===== config.mk =====
export PLATFORM = sky130hd
export DESIGN_NAME = outport_rr_mux_flat
export DESIGN_NICKNAME = d
export VERILOG_FILES = /design/src/rtl/outport_rr_mux_pkg.sv /design/src/rtl/outport_rr_mux_if.sv /design/src/rtl/outport_rr_mux_rr_arbiter.sv /design/src/rtl/outport_rr_mux.sv /design/src/flat_wrapper.sv
export SDC_FILE = /design/constraint.sdc
export NUM_CORES = 1
export LEC_CHECK = 0
export ABC_AREA = 1
export CAP_MARGIN = 10
export CORE_ASPECT_RATIO = 1.5
export CORE_MARGIN = 5
export CORE_UTILIZATION = 43
export DETAILED_ROUTE_END_ITERATION = 8
export PLACE_DENSITY = 0.88
export SYNTH_ARGS = -nofsm -noshare
export SYNTH_HDL_FRONTEND = slang
export SYNTH_SLANG_ARGS = --single-unit

===== constraint.sdc =====
create_clock -name clk -period 4 [get_ports clk]
set_input_delay 1.2 -clock clk [delete_from_list [all_inputs] [get_ports clk]]
set_output_delay 1.2 -clock clk [all_outputs]
set_load 0.1 [all_outputs]

===== src/rtl/outport_rr_mux_pkg.sv =====
// Shared router parameters and helpers for the output-port round-robin mux.
package outport_rr_mux_pkg;

    localparam int PHIT_SIZE      = 16;
    localparam int NO_INPORT      = 6;
    localparam int TIMEOUT_CYCLES = 64;

    // Index of the set bit of a one-hot vector; 0 when nothing is set.
    function automatic int unsigned onehot_to_idx(input logic [31:0] oh);
        int unsigned idx;
        idx = 0;
        for (int i = 0; i < 32; i++)
            if (oh[i]) idx = i;
        return idx;
    endfunction

endpackage


===== src/rtl/outport_rr_mux_if.sv =====
// Input-port / output-link bundle seen by one output-port mux.
interface outport_rr_mux_if
    import outport_rr_mux_pkg::*;
#(
    parameter int phit_size = PHIT_SIZE,
    parameter int no_inport = NO_INPORT
) ();

    logic                                 en;
    logic [no_inport-1:0]                 reqs;
    logic [no_inport-1:0][phit_size-1:0]  outdatas;
    logic [no_inport-1:0]                 news;
    logic [no_inport-1:0]                 sent_reqs;
    logic                                 ready;
    logic [no_inport-1:0]                 readies;
    logic [phit_size-1:0]                 data;
    // Phit-valid flag on data; "new" itself is a reserved word.
    logic                                 new_phit;
    logic                                 sent_req;
    logic                                 release_sig;
    logic [no_inport-1:0]                 grant;
    logic                                 timeout_err;

    modport master (
        output en, reqs, outdatas, news, sent_reqs, ready,
        input  readies, data, new_phit, sent_req, release_sig, grant, timeout_err
    );

    modport slave (
        input  en, reqs, outdatas, news, sent_reqs, ready,
        output readies, data, new_phit, sent_req, release_sig, grant, timeout_err
    );

endinterface


===== src/rtl/outport_rr_mux_rr_arbiter.sv =====
// Combinational round-robin pick: first request at or above rr_ptr, with wrap.
module rr_arbiter
    import outport_rr_mux_pkg::*;
#(
    parameter  int no_inport = NO_INPORT,
    localparam int PW        = (no_inport > 1) ? $clog2(no_inport) : 1
) (
    input  logic [no_inport-1:0] reqs,
    input  logic [PW-1:0]        rr_ptr,
    input  logic                 en,
    output logic [no_inport-1:0] win,
    output logic [PW-1:0]        win_idx
);

    int j;

    // Scan farthest-first so the candidate closest to rr_ptr overwrites the rest.
    always_comb begin
        win = '0;
        j   = 0;
        for (int k = no_inport - 1; k >= 0; k--) begin
            j = int'(rr_ptr) + k;
            if (j >= no_inport) j = j - no_inport;
            if (en && reqs[j]) begin
                win    = '0;
                win[j] = 1'b1;
            end
        end
        win_idx = PW'(onehot_to_idx(32'(win)));
    end

endmodule


===== src/rtl/outport_rr_mux.sv =====
// Output-port mux: round-robin packet-locked arbitration, two-stage ready/data
// pipeline and an idle watchdog that reclaims a grant from a stalled input.
module outport_rr_mux
    import outport_rr_mux_pkg::*;
#(
    parameter int phit_size      = PHIT_SIZE,
    parameter int no_inport      = NO_INPORT,
    parameter int timeout_cycles = TIMEOUT_CYCLES
) (
    input logic              clk,
    input logic              rs,
    outport_rr_mux_if.slave  bus
);

    localparam int PW = (no_inport > 1) ? $clog2(no_inport) : 1;
    localparam int TW = (timeout_cycles > 0) ? $clog2(timeout_cycles + 1) : 1;
    localparam logic [TW-1:0] TC   = TW'(timeout_cycles);
    localparam logic [PW-1:0] LAST = PW'(no_inport - 1);

    logic                 locked, data_en, timeout_err_q;
    logic [no_inport-1:0] grant_q, data_select, win;
    logic [PW-1:0]        rr_ptr, win_idx;
    logic [TW-1:0]        timer;
    logic [1:0]           rs_hold;
    logic                 new_phit, sent_req, release_sig, wd_hit, forced;
    logic [phit_size-1:0] mux;

    rr_arbiter #(.no_inport(no_inport)) u_arb (
        .reqs    (bus.reqs),
        .rr_ptr  (rr_ptr),
        .en      (bus.en & ~locked),
        .win     (win),
        .win_idx (win_idx)
    );

    always_comb begin
        mux = '0;
        for (int i = 0; i < no_inport; i++)
            mux = mux | (bus.outdatas[i] & {phit_size{data_select[i]}});
    end

    assign new_phit    = data_en & |(bus.news & data_select);
    assign sent_req    = data_en & |(bus.sent_reqs & data_select) & ~rs & ~|rs_hold;
    assign release_sig = new_phit & ~sent_req;
    // A tail landing on the terminal count is an ordinary release.
    assign wd_hit      = (timeout_cycles != 0) && locked && (timer == TC);
    assign forced      = wd_hit & ~release_sig;

    always_ff @(posedge clk) begin
        if (rs) begin
            locked        <= 1'b0;
            grant_q       <= '0;
            rr_ptr        <= '0;
            data_en       <= 1'b0;
            data_select   <= '0;
            timer         <= '0;
            timeout_err_q <= 1'b0;
            rs_hold       <= 2'b11;
        end else begin
            rs_hold       <= {rs_hold[0], 1'b0};
            data_en       <= locked & bus.en & ~release_sig & ~forced;
            data_select   <= grant_q;
            timeout_err_q <= forced;

            if (!locked || new_phit || forced) timer <= '0;
            else if (bus.en && data_en)        timer <= timer + TW'(1);

            if (release_sig || forced) begin
                locked  <= 1'b0;
                grant_q <= '0;
            end else if (!locked && bus.en && |bus.reqs) begin
                locked  <= 1'b1;
                grant_q <= win;
                rr_ptr  <= (win_idx == LAST) ? '0 : win_idx + 1'b1;
            end
        end
    end

    assign bus.readies     = (locked & bus.en & bus.ready) ? grant_q : '0;
    assign bus.data        = new_phit ? mux : '0;
    assign bus.new_phit    = new_phit;
    assign bus.sent_req    = sent_req;
    assign bus.release_sig = release_sig;
    assign bus.grant       = grant_q;
    assign bus.timeout_err = timeout_err_q;

endmodule

===== src/flat_wrapper.sv =====
// flat-port wrapper written by rule: the top's interface ports become plain ports
module outport_rr_mux_flat import outport_rr_mux_pkg::*;
#(
    parameter int phit_size      = PHIT_SIZE,
    parameter int no_inport      = NO_INPORT,
    parameter int timeout_cycles = TIMEOUT_CYCLES
)
  (clk, rs, bus_en, bus_reqs, bus_outdatas, bus_news, bus_sent_reqs, bus_ready, bus_readies, bus_data, bus_new_phit, bus_sent_req, bus_release_sig, bus_grant, bus_timeout_err);
  outport_rr_mux_if #(.phit_size(phit_size), .no_inport(no_inport)) bus_i ();
  input logic clk;
  input logic rs;
  input wire logic [$bits(bus_i.en)-1:0] bus_en;
  input wire logic [$bits(bus_i.reqs)-1:0] bus_reqs;
  input wire logic [$bits(bus_i.outdatas)-1:0] bus_outdatas;
  input wire logic [$bits(bus_i.news)-1:0] bus_news;
  input wire logic [$bits(bus_i.sent_reqs)-1:0] bus_sent_reqs;
  input wire logic [$bits(bus_i.ready)-1:0] bus_ready;
  output wire logic [$bits(bus_i.readies)-1:0] bus_readies;
  output wire logic [$bits(bus_i.data)-1:0] bus_data;
  output wire logic [$bits(bus_i.new_phit)-1:0] bus_new_phit;
  output wire logic [$bits(bus_i.sent_req)-1:0] bus_sent_req;
  output wire logic [$bits(bus_i.release_sig)-1:0] bus_release_sig;
  output wire logic [$bits(bus_i.grant)-1:0] bus_grant;
  output wire logic [$bits(bus_i.timeout_err)-1:0] bus_timeout_err;
  assign bus_i.en = bus_en;
  assign bus_i.reqs = bus_reqs;
  assign bus_i.outdatas = bus_outdatas;
  assign bus_i.news = bus_news;
  assign bus_i.sent_reqs = bus_sent_reqs;
  assign bus_i.ready = bus_ready;
  assign bus_readies = bus_i.readies;
  assign bus_data = bus_i.data;
  assign bus_new_phit = bus_i.new_phit;
  assign bus_sent_req = bus_i.sent_req;
  assign bus_release_sig = bus_i.release_sig;
  assign bus_grant = bus_i.grant;
  assign bus_timeout_err = bus_i.timeout_err;
  outport_rr_mux #(.phit_size(phit_size), .no_inport(no_inport), .timeout_cycles(timeout_cycles)) u_core (.clk(clk), .rs(rs), .bus(bus_i));
endmodule

# [Word-level counts from Yosys, hierarchy flattened]
# Cells that the tools add are included.
# W data, S select, Z words.
[word_totals] word_cells=151 regBits=27
[classes] eq_ne=2 bitwise=30 n_addsub=13 n_reduce_logical=28 n_lt_le_gt_ge=18 mux=51
[ops] cell="$ge A32 B1 Y1 const B" count=6
[ops] cell="$lt A32 B5 Y1 const B" count=6
[ops] cell="$mux W32" count=6
[ops] cell="$and A16 B16 Y16" count=6
[ops] cell="$or A16 B16 Y16" count=5
[ops] cell="$mux W6" count=7
[ops] cell="$ge A32 B4 Y1 const B" count=1
[ops] cell="$sub A32 B4 Y32 const B" count=1
[ops] cell="$mux W1" count=20
[ops] cell="$sub A4 B3 Y5 const B" count=4
[ops] cell="$bmux W1 S3" count=6
[ops] cell="$demux W1 S3" count=6
[ops] cell="$reduce_or A6 Y1" count=3
[ops] cell="$ge A4 B3 Y1 const B" count=4
[ops] cell="$logic_and A1 B1 Y1" count=16
[ops] cell="$mux W16" count=1
[ops] cell="$mux W3" count=5
[ops] cell="$and A6 B6 Y6" count=2
[ops] cell="$and A1 B1 Y1" count=11
[ops] cell="$add A3 B2 Y4 const B" count=2
[ops] cell="$add A3 B3 Y4 const B" count=2
[ops] cell="$add A7 B1 Y7 const B" count=1
[ops] cell="$eq A7 B7 Y1 const B" count=1
[ops] cell="$not A1 Y1" count=6
[ops] cell="9 further kinds" count=14

# [Depth between registers and ports, before layout]
# Gate-level depths: netlist of the first run.
[logic_depth] depth_word=20 mapped_depth=30

# [Hierarchy]
# Synthesis of the first run repeated with hierarchy kept, for this count alone.
[hier_totals] hier_cells=623 hier_area_um2=3492.1
[by_module_without_submodules] module="outport_rr_mux" area_each_um2=1884.3 seq_area_each_um2=540.5 n_inst=1 cells_per_inst=298
[by_module_without_submodules] module="rr_arbiter" area_each_um2=1607.8 seq_area_each_um2=0.0 n_inst=1 cells_per_inst=325

# [Worst setup path after synthesis of the first run]
# Ideal clock, no wire load.
[synth_timing] path_type="input to output" startpoint="input bus_news[4]" endpoint="output bus_data[10]" path_buffers=1 t_required_ns=2.800 slack_ns=-2.258 path_stages=5 arrival_ns=5.058 cell_sequence="nand2_1 -> a31oi_1 -> inv_2 -> buf_1 -> a31oi_1"
[synth_via] elab_chain_len=4
[synth_lines] item="start: declaration" line_no="flat_wrapper.sv:15" source="input wire logic [$bits(bus_i.news)-1:0] bus_news;"
[synth_lines] item="$and A6 B6 Y6" line_no="outport_rr_mux.sv:42" source="assign new_phit = data_en & |(bus.news & data_select);"
[synth_lines] item="$reduce_or A6 Y1" line_no="outport_rr_mux.sv:42"
[synth_lines] item="$and A1 B1 Y1" line_no="outport_rr_mux.sv:42"
[synth_lines] item="via bus_new_phit" line_no="flat_wrapper.sv:20" source="output wire logic [$bits(bus_i.new_phit)-1:0] bus_new_phit;"
[synth_lines] item="$mux W16" line_no="outport_rr_mux.sv:80" source="assign bus.data = new_phit ? mux : '0;"
[synth_lines] item="end: declaration" line_no="flat_wrapper.sv:19" source="output wire logic [$bits(bus_i.data)-1:0] bus_data;"
# The timed path passes the listed nets, and every way through them passes these cells.

# [Final worst setup path of the first run]
[layout_timing] startpoint="input bus_sent_reqs[4]" endpoint="output bus_release_sig"
[layout_via] elab_chain_len=7
[layout_lines] item="start: declaration" line_no="flat_wrapper.sv:16" source="input wire logic [$bits(bus_i.sent_reqs)-1:0] bus_sent_reqs;"
[layout_lines] item="$and A6 B6 Y6" line_no="outport_rr_mux.sv:43" source="assign sent_req = data_en & |(bus.sent_reqs & data_select) & ~rs & ~|rs_hold;"
[layout_lines] item="$reduce_or A6 Y1" line_no="outport_rr_mux.sv:43"
[layout_lines] item="$and A1 B1 Y1 (3 in series)" line_no="outport_rr_mux.sv:43"
[layout_lines] item="$not A1 Y1" line_no="outport_rr_mux.sv:44" source="assign release_sig = new_phit & ~sent_req;"
[layout_lines] item="$and A1 B1 Y1" line_no="outport_rr_mux.sv:44"
[layout_lines] item="end: declaration" line_no="flat_wrapper.sv:22" source="output wire logic [$bits(bus_i.release_sig)-1:0] bus_release_sig;"
# Every way passes these cells.

==> flow_summary.yaml, run 1 <==
synth:
  synth_cell_types: 48
  synth.most_common_cell: "nand2_1"
  synth_edf_count: 0
  netlist_area_um2: 3260
  synth_seq_cells: 27
  yosysSeqAreaShare: 0.166
  synth_top_area_cell: "nand2_1"
  synth_nets: 692
  synthTopCellsByArea: "nand2_1, dfxtp_1, ha_1"
  synth.top_cell.area_share: 0.248
  yosys_warnings: 0
  netlist_instances: 556
  syn_area_per_cell_um2: 5.86
  yosys-top-cells-count: "nand2_1, inv_1, nor2_1, nand3_1, dfxtp_1"
  synthFlopType: "dfxtp_1"
  async_reset_ff_frac: 0
floorplanning:
  die_w_um: 81.1
  rows: 39
  coreArea_um2: 7510
  fp.dieArea_um2: 9460
  fp.dieH_um: 117
  io_pins: 150
  start_util: 0.434
timing:
  worst_pin_slew_ns: 1.01
  period_minus_slack_ns: 3.96
  hold_viol: 0
  finalMaxSlewViolations: 0
  max_slew_margin: 0.328
  skew_ns: 0.00279
  finalCritPeriodShare: 0.990
  max_freq_ghz: 0.253
  rsz0062_at_grt: "false"
  whs_ns: 0.432
  finalSetupViolCount: 0
placement:
  dp_cells: 800
  place_area_um2: 5380
  dp_hpwl_um: 12300
  gp_congestion: 0.944
  port_buffers: 149
layout:
  stdcell_count: 804
  fillCellCount: 586
  final_core_util: 0.727
  regArea_um2: 541
  diodes: 0
  final_area_um2: 5460
  syn2layout_area_growth_pct: 67.6
  layout.nets: 839
  multi_input_area_um2: 2660
  drive_gt1_frac: 0.145
pwr:
  power_leakage_nw: 2.31
  power.total_w: 0.00321
  ir_drop_v: 0.000669
  powerDensity_nw_per_um2: 588
min_path:
  hold_start: "u_core.rs_hold[0]"
  hold_path_depth: 1
  hp-class: "register to register"
  whs_endpoint: "u_core.rs_hold[1]"
worst_setup_path:
  cp-start-kind: "input pin"
  rr_worst_depth: 21
  critical_path.max_stage_delay_ns: 0.40
  crit-reg2reg-capture: "u_core.rr_ptr[1]"
  r2r_slack_ns: 0.45
  path_cells: "clkdlybuf4s50_1 > a22o_1 > a221oi_1 > buf_4 > a31oi_4 > nor2_4 > buf_12"
  crit_required_ns: 2.80
  crit_type: "input pin to primary output"
  arrival_ns: 2.76
  cp-end-kind: "primary output"
  crit_fanout: 3
  r2r-start: "u_core.rr_ptr[0]"
  cp_slowest_cell: "clkdlybuf4s50_1"
clock_tree:
  cts_max_level: 1
  clkTransAtPathRegs_ns: 0.06
  cts_tree: "done"
  numCtsBuffers: 3
  cts_setup_buffers: 0
  clockBufferDepth: 2
  cts_sinks: 27
  root_buffer: "clkbuf_16"
  holdBufCountCts: 0
  clk-insertion-delay-late_ns: 0.26
global_route:
  grt_pass1_vias: 4405
  grtUsageTotal: 0.300
  gr-total-overflow: 0
  antenna_found_initial: 0
  grt_max_degree: 20
  grt_pass1_wl_um: 22000
route:
  drt-total-wl_um: 14500
  dr.pass1.iters: 6
  viasPerCell: 5.54
  drc_errors: 0
  vias: 4452
  drt_iter0_markers: 248
  drtAntennaViolNets: 0
  drt-wirelength-per-cell_um: 18.0
job:
  maxCapViolCount: 0
outcome:
  status: "completed"
flip-flops by register name, summed over array words and instances, names as in the netlist:
register	flops
u_core.bus.grant	6
u_core.bus.timeout_err	1
u_core.data_en	1
u_core.data_select	6
u_core.locked	1
u_core.rr_ptr	3
u_core.rs_hold	2
u_core.timer	7
per-layer routing:
metal | GRT usage | up-vias | part of all wire
li1 | - | 2103 | -
met1 | 0.287 | 2022 | 0.32
met2 | 0.550 | 257 | 0.51
met3 | 0.0733 | 70 | 0.10
met4 | 0.206 | 0 | 0.068
met5 | 0 | - | 0
logic make-up (layout without fill, tap and decap cells):
kind of cell	after synthesis	after routing	synth area share
xor gates and xnor gates	5	5	0.0157
buffers and inverters	80	226	0.106
muxes	1	1	0.00307
DFF	27	27	0.166
adders and majority gates	18	18	0.0691
AOI/OAI and AO/OA	71	71	0.162
and+or+nand+nor	354	354	0.479
power breakdown:
group	internal [W]	switching [W]
sequential	0.000321	0.0000541
clock	0.000136	0.0000887
combinational	0.000856	0.00175
metrics by stage:
step           setup WS (ns)  setup TNS (ns)
3_3_place_gp          0.0710               0
2_1_floorplan         -0.244           -2.89
6_report              0.0418               0
4_1_cts               0.0330               0
5_1_grt              0.00387               0
3_5_place_dp          0.0458               0
cells in the final DEF, fill, tap and decap left out, types with 2 or more instances in the layout:
| cell | instances |
|---|---|
| nand3_1 | 39 |
| nor2_1 | 51 |
| a21oi_2 | 3 |
| nor4_1 | 4 |
| a31oi_4 | 18 |
| xor2_1 | 3 |
| o21ai_0 | 8 |
| dfxtp_1 | 27 |
| nand2_4 | 4 |
| nand2_1 | 215 |
| a221oi_1 | 17 |
| o211ai_1 | 2 |
| nor3_1 | 10 |
| clkbuf_16 | 3 |
| nand4_1 | 2 |
| clkinv_1 | 2 |
| nand2_2 | 10 |
| clkdlybuf4s50_1 | 122 |
| a211oi_1 | 2 |
| nor2_4 | 3 |
| nand3_2 | 5 |
| nor2_2 | 3 |
| a22o_1 | 3 |
| buf_12 | 25 |
| buf_4 | 13 |
| a21oi_1 | 10 |
| ha_1 | 18 |
| inv_2 | 5 |
| a21boi_4 | 2 |
| inv_1 | 53 |
| and2_1 | 2 |
critical path, delay by kind of cell:
| kind | cells | cell delay (ns) |
|---|---|---|
| buf+inv | 3 | 0.79 |
| simple gates | 1 | 0.14 |
| compound gates | 3 | 0.64 |
worst max path at each step:
stage / start / to / slack, ns / cells past startpoint
finish: bus_sent_reqs[4] / bus_release_sig / 0.04 / 7
global route: bus_news[1] / bus_data[5] / 0.004 / 7
CTS: bus_news[0] / bus_data[5] / 0.03 / 7
detailed placement: bus_news[0] / bus_data[0] / 0.05 / 7
global placement: bus_sent_reqs[4] / bus_release_sig / 0.07 / 7
floorplan: bus_news[0] / bus_data[10] / -0.24 / 6
layout make-up:
| type | count | share of cell area |
|---|---|---|
| clock buffer | 4 | 0.0144 |
| inverter | 62 | 0.0444 |
| multi-input combinational | 449 | 0.486 |
| sequential | 27 | 0.0989 |
| tap | 102 | 0.0234 |
| timing repair buffer | 160 | 0.333 |
what timing repair did:
item | 4_1_cts | 5_1_grt
gates resized for setup | 0 | 1
endpoints found under the hold margin | 0 | 0
setup endpoints to repair | 0 | 4
No activity file was read; power rests on OpenSTA's default activity.
==> run 2: changes to the inputs <==
--- a/config.mk
+++ b/config.mk
@@ -8,7 +8,7 @@
 export ABC_AREA = 1
 export CAP_MARGIN = 10
 export CORE_ASPECT_RATIO = 1.5
-export CORE_MARGIN = 5
+export CORE_MARGIN = 2
 export CORE_UTILIZATION = 43
 export DETAILED_ROUTE_END_ITERATION = 8
 export PLACE_DENSITY = 0.88
==> flow_summary.yaml, run 2 (synthesized netlist as in run 1, its figures left out) <==
clock_tree:
  clkTransAtPathRegs_ns: 0.09
  holdBufCountCts: 0
  cts_sinks: 27
  root_buffer: "clkbuf_8"
  numCtsBuffers: 3
  clockBufferDepth: 2
  cts_max_level: 1
  clk-insertion-delay-late_ns: 0.28
  cts_tree: "done"
layout:
  final_core_util: 0.758
  top_register: "u_core.timer"
  largest_reg_flops: 7
  diodes: 0
  mostFrequentLayoutCells: "nand2_1, clkdlybuf4s50_1, inv_1"
  fillCellCount: 542
  drive_gt1_frac: 0.151
  syn2layout_area_growth_pct: 69.1
  layout.nets: 844
  final_common_cell: "nand2_1"
worst_setup_path:
  path_depth: 7
  crit_fanout: 9
  path_cells: "clkdlybuf4s50_1 > nand2_1 > a31oi_4 > buf_12 > inv_6 > a31oi_4 > buf_12"
  cp_top_family: "buffers and inverters"
  cp_slowest_cell: "clkdlybuf4s50_1"
  startpoint: "bus_news[4]"
  cp-start-kind: "input pin"
  cp-end-kind: "primary output"
  critical_path_buf_inv_count: 4
  r2r_slack_ns: 0.52
  critical_path.max_stage_delay_ns: 0.46
  rr_worst_depth: 23
  crit_type: "input pin to primary output"
  endpoint: "bus_data[15]"
  arrival_ns: 2.79
  crit_required_ns: 2.80
  r2r-start: "u_core.rr_ptr[1]"
  crit-reg2reg-capture: "u_core.rr_ptr[1]"
floorplanning:
  rows: 38
  die_w_um: 75.1
  fp.dieArea_um2: 8310
  coreArea_um2: 7270
  fp.dieH_um: 111
  start_util: 0.448
  io_pins: 150
global_route:
  antenna_found_initial: 0
  grt_pass1_wl_um: 22600
  grt_pass1_vias: 4609
  grtUsageTotal: 0.351
  gr-total-overflow: 0
  grt_max_degree: 20
pwr:
  ir_drop_v: 0.000654
  power.total_w: 0.00317
  powerDensity_nw_per_um2: 576
  power_leakage_nw: 2.36
route:
  viasPerCell: 5.77
  vias: 4660
  dr.pass1.iters: 7
  drtAntennaViolNets: 0
  drt_iter0_markers: 287
  drt-total-wl_um: 15000
  drt-wirelength-per-cell_um: 18.6
  drc_errors: 0
min_path:
  hold_start: "u_core.rs_hold[0]"
  hp-class: "register to register"
timing:
  finalMaxSlewViolations: 0
  skew_ns: 0.00304
  max_freq_ghz: 0.250
  hold_viol: 0
  finalSetupViolCount: 0
  max_slew_margin: 0.323
  worst_pin_slew_ns: 1.01
  finalCritPeriodShare: 0.999
  period_minus_slack_ns: 3.99
outcome:
  status: "completed"
placement:
  port_buffers: 149
  dp_hpwl_um: 11900
  gp_congestion: 0.973
job:
  maxCapViolCount: 0
==> run 2: cell types whose count changed in the layout (fill, tap and decap cells not counted), sizes merged <==
cell / previous run / this run
dlymetal6s2s: 0 / 4
clkdlybuf4s50: 122 / 119
buf: 38 / 40
clkinv: 2 / 4
clkbuf: 4 / 3
inv: 60 / 61
==> run 2: where the power goes <==
part           total [W]  switching, W  internal, W
Combinational    0.00262       0.00175     0.000868
Sequential      0.000398     0.0000768     0.000321
Clock           0.000155     0.0000854    0.0000699
Total            0.00317       0.00191      0.00126
==> run 2: area by class of cell <==
| type | count | area [um^2] | share of cell area |
|---|---|---|---|
| Tap cell | 100 | 125 | 0.0227 |
| Clock inverter | 1 | 5.00 | 0.000908 |
| Multi-Input combinational cell | 449 | 2660 | 0.482 |
| Inverter | 62 | 248 | 0.0449 |
| Timing Repair inverter | 2 | 17.5 | 0.00318 |
| Timing Repair Buffer | 163 | 1880 | 0.341 |
| Sequential cell | 27 | 541 | 0.0981 |
| Clock buffer | 3 | 41.3 | 0.00749 |
==> run 2: through the flow <==
step	std cells	setup TNS (ns)	area, um^2	hold WS, ns	worst slack, ns
6_report	807	0	5510	0.439	0.00504
5_1_grt	807	-0.0343	5510	0.453	-0.0256
3_5_place_dp	799	0	5390	0.421	0.0745
4_1_cts	803	0	5440	0.442	0.0610
3_3_place_gp	799	0	5390	0.414	0.118
2_1_floorplan	556	-2.89	3560	0.405	-0.244
==> run 2: how the worst min path moves through the flow <==
stage	end	slack, ns	cells past startpoint
6_report	u_core.rs_hold[1]	0.44	1
5_1_grt	u_core.rs_hold[1]	0.45	1
4_1_cts	u_core.rs_hold[1]	0.44	1
3_5_place_dp	u_core.rs_hold[1]	0.42	1
3_3_place_gp	u_core.rs_hold[1]	0.41	1
2_1_floorplan	u_core.rs_hold[1]	0.40	1
==> run 2: routing by layer <==
| metal | global-route usage | up-vias | part of all wire |
|---|---|---|---|
| li1 | - | 2117 | - |
| met1 | 0.359 | 2143 | 0.33 |
| met2 | 0.623 | 320 | 0.50 |
| met3 | 0.0757 | 80 | 0.11 |
| met4 | 0.204 | 0 | 0.064 |
| met5 | 0 | - | 0 |
==> run 2: repair_timing <==
item / in CTS / in global routing
setup endpoints to repair: 0 / 17
gates resized for setup: 0 / 6
buffers inserted: 0 / 2
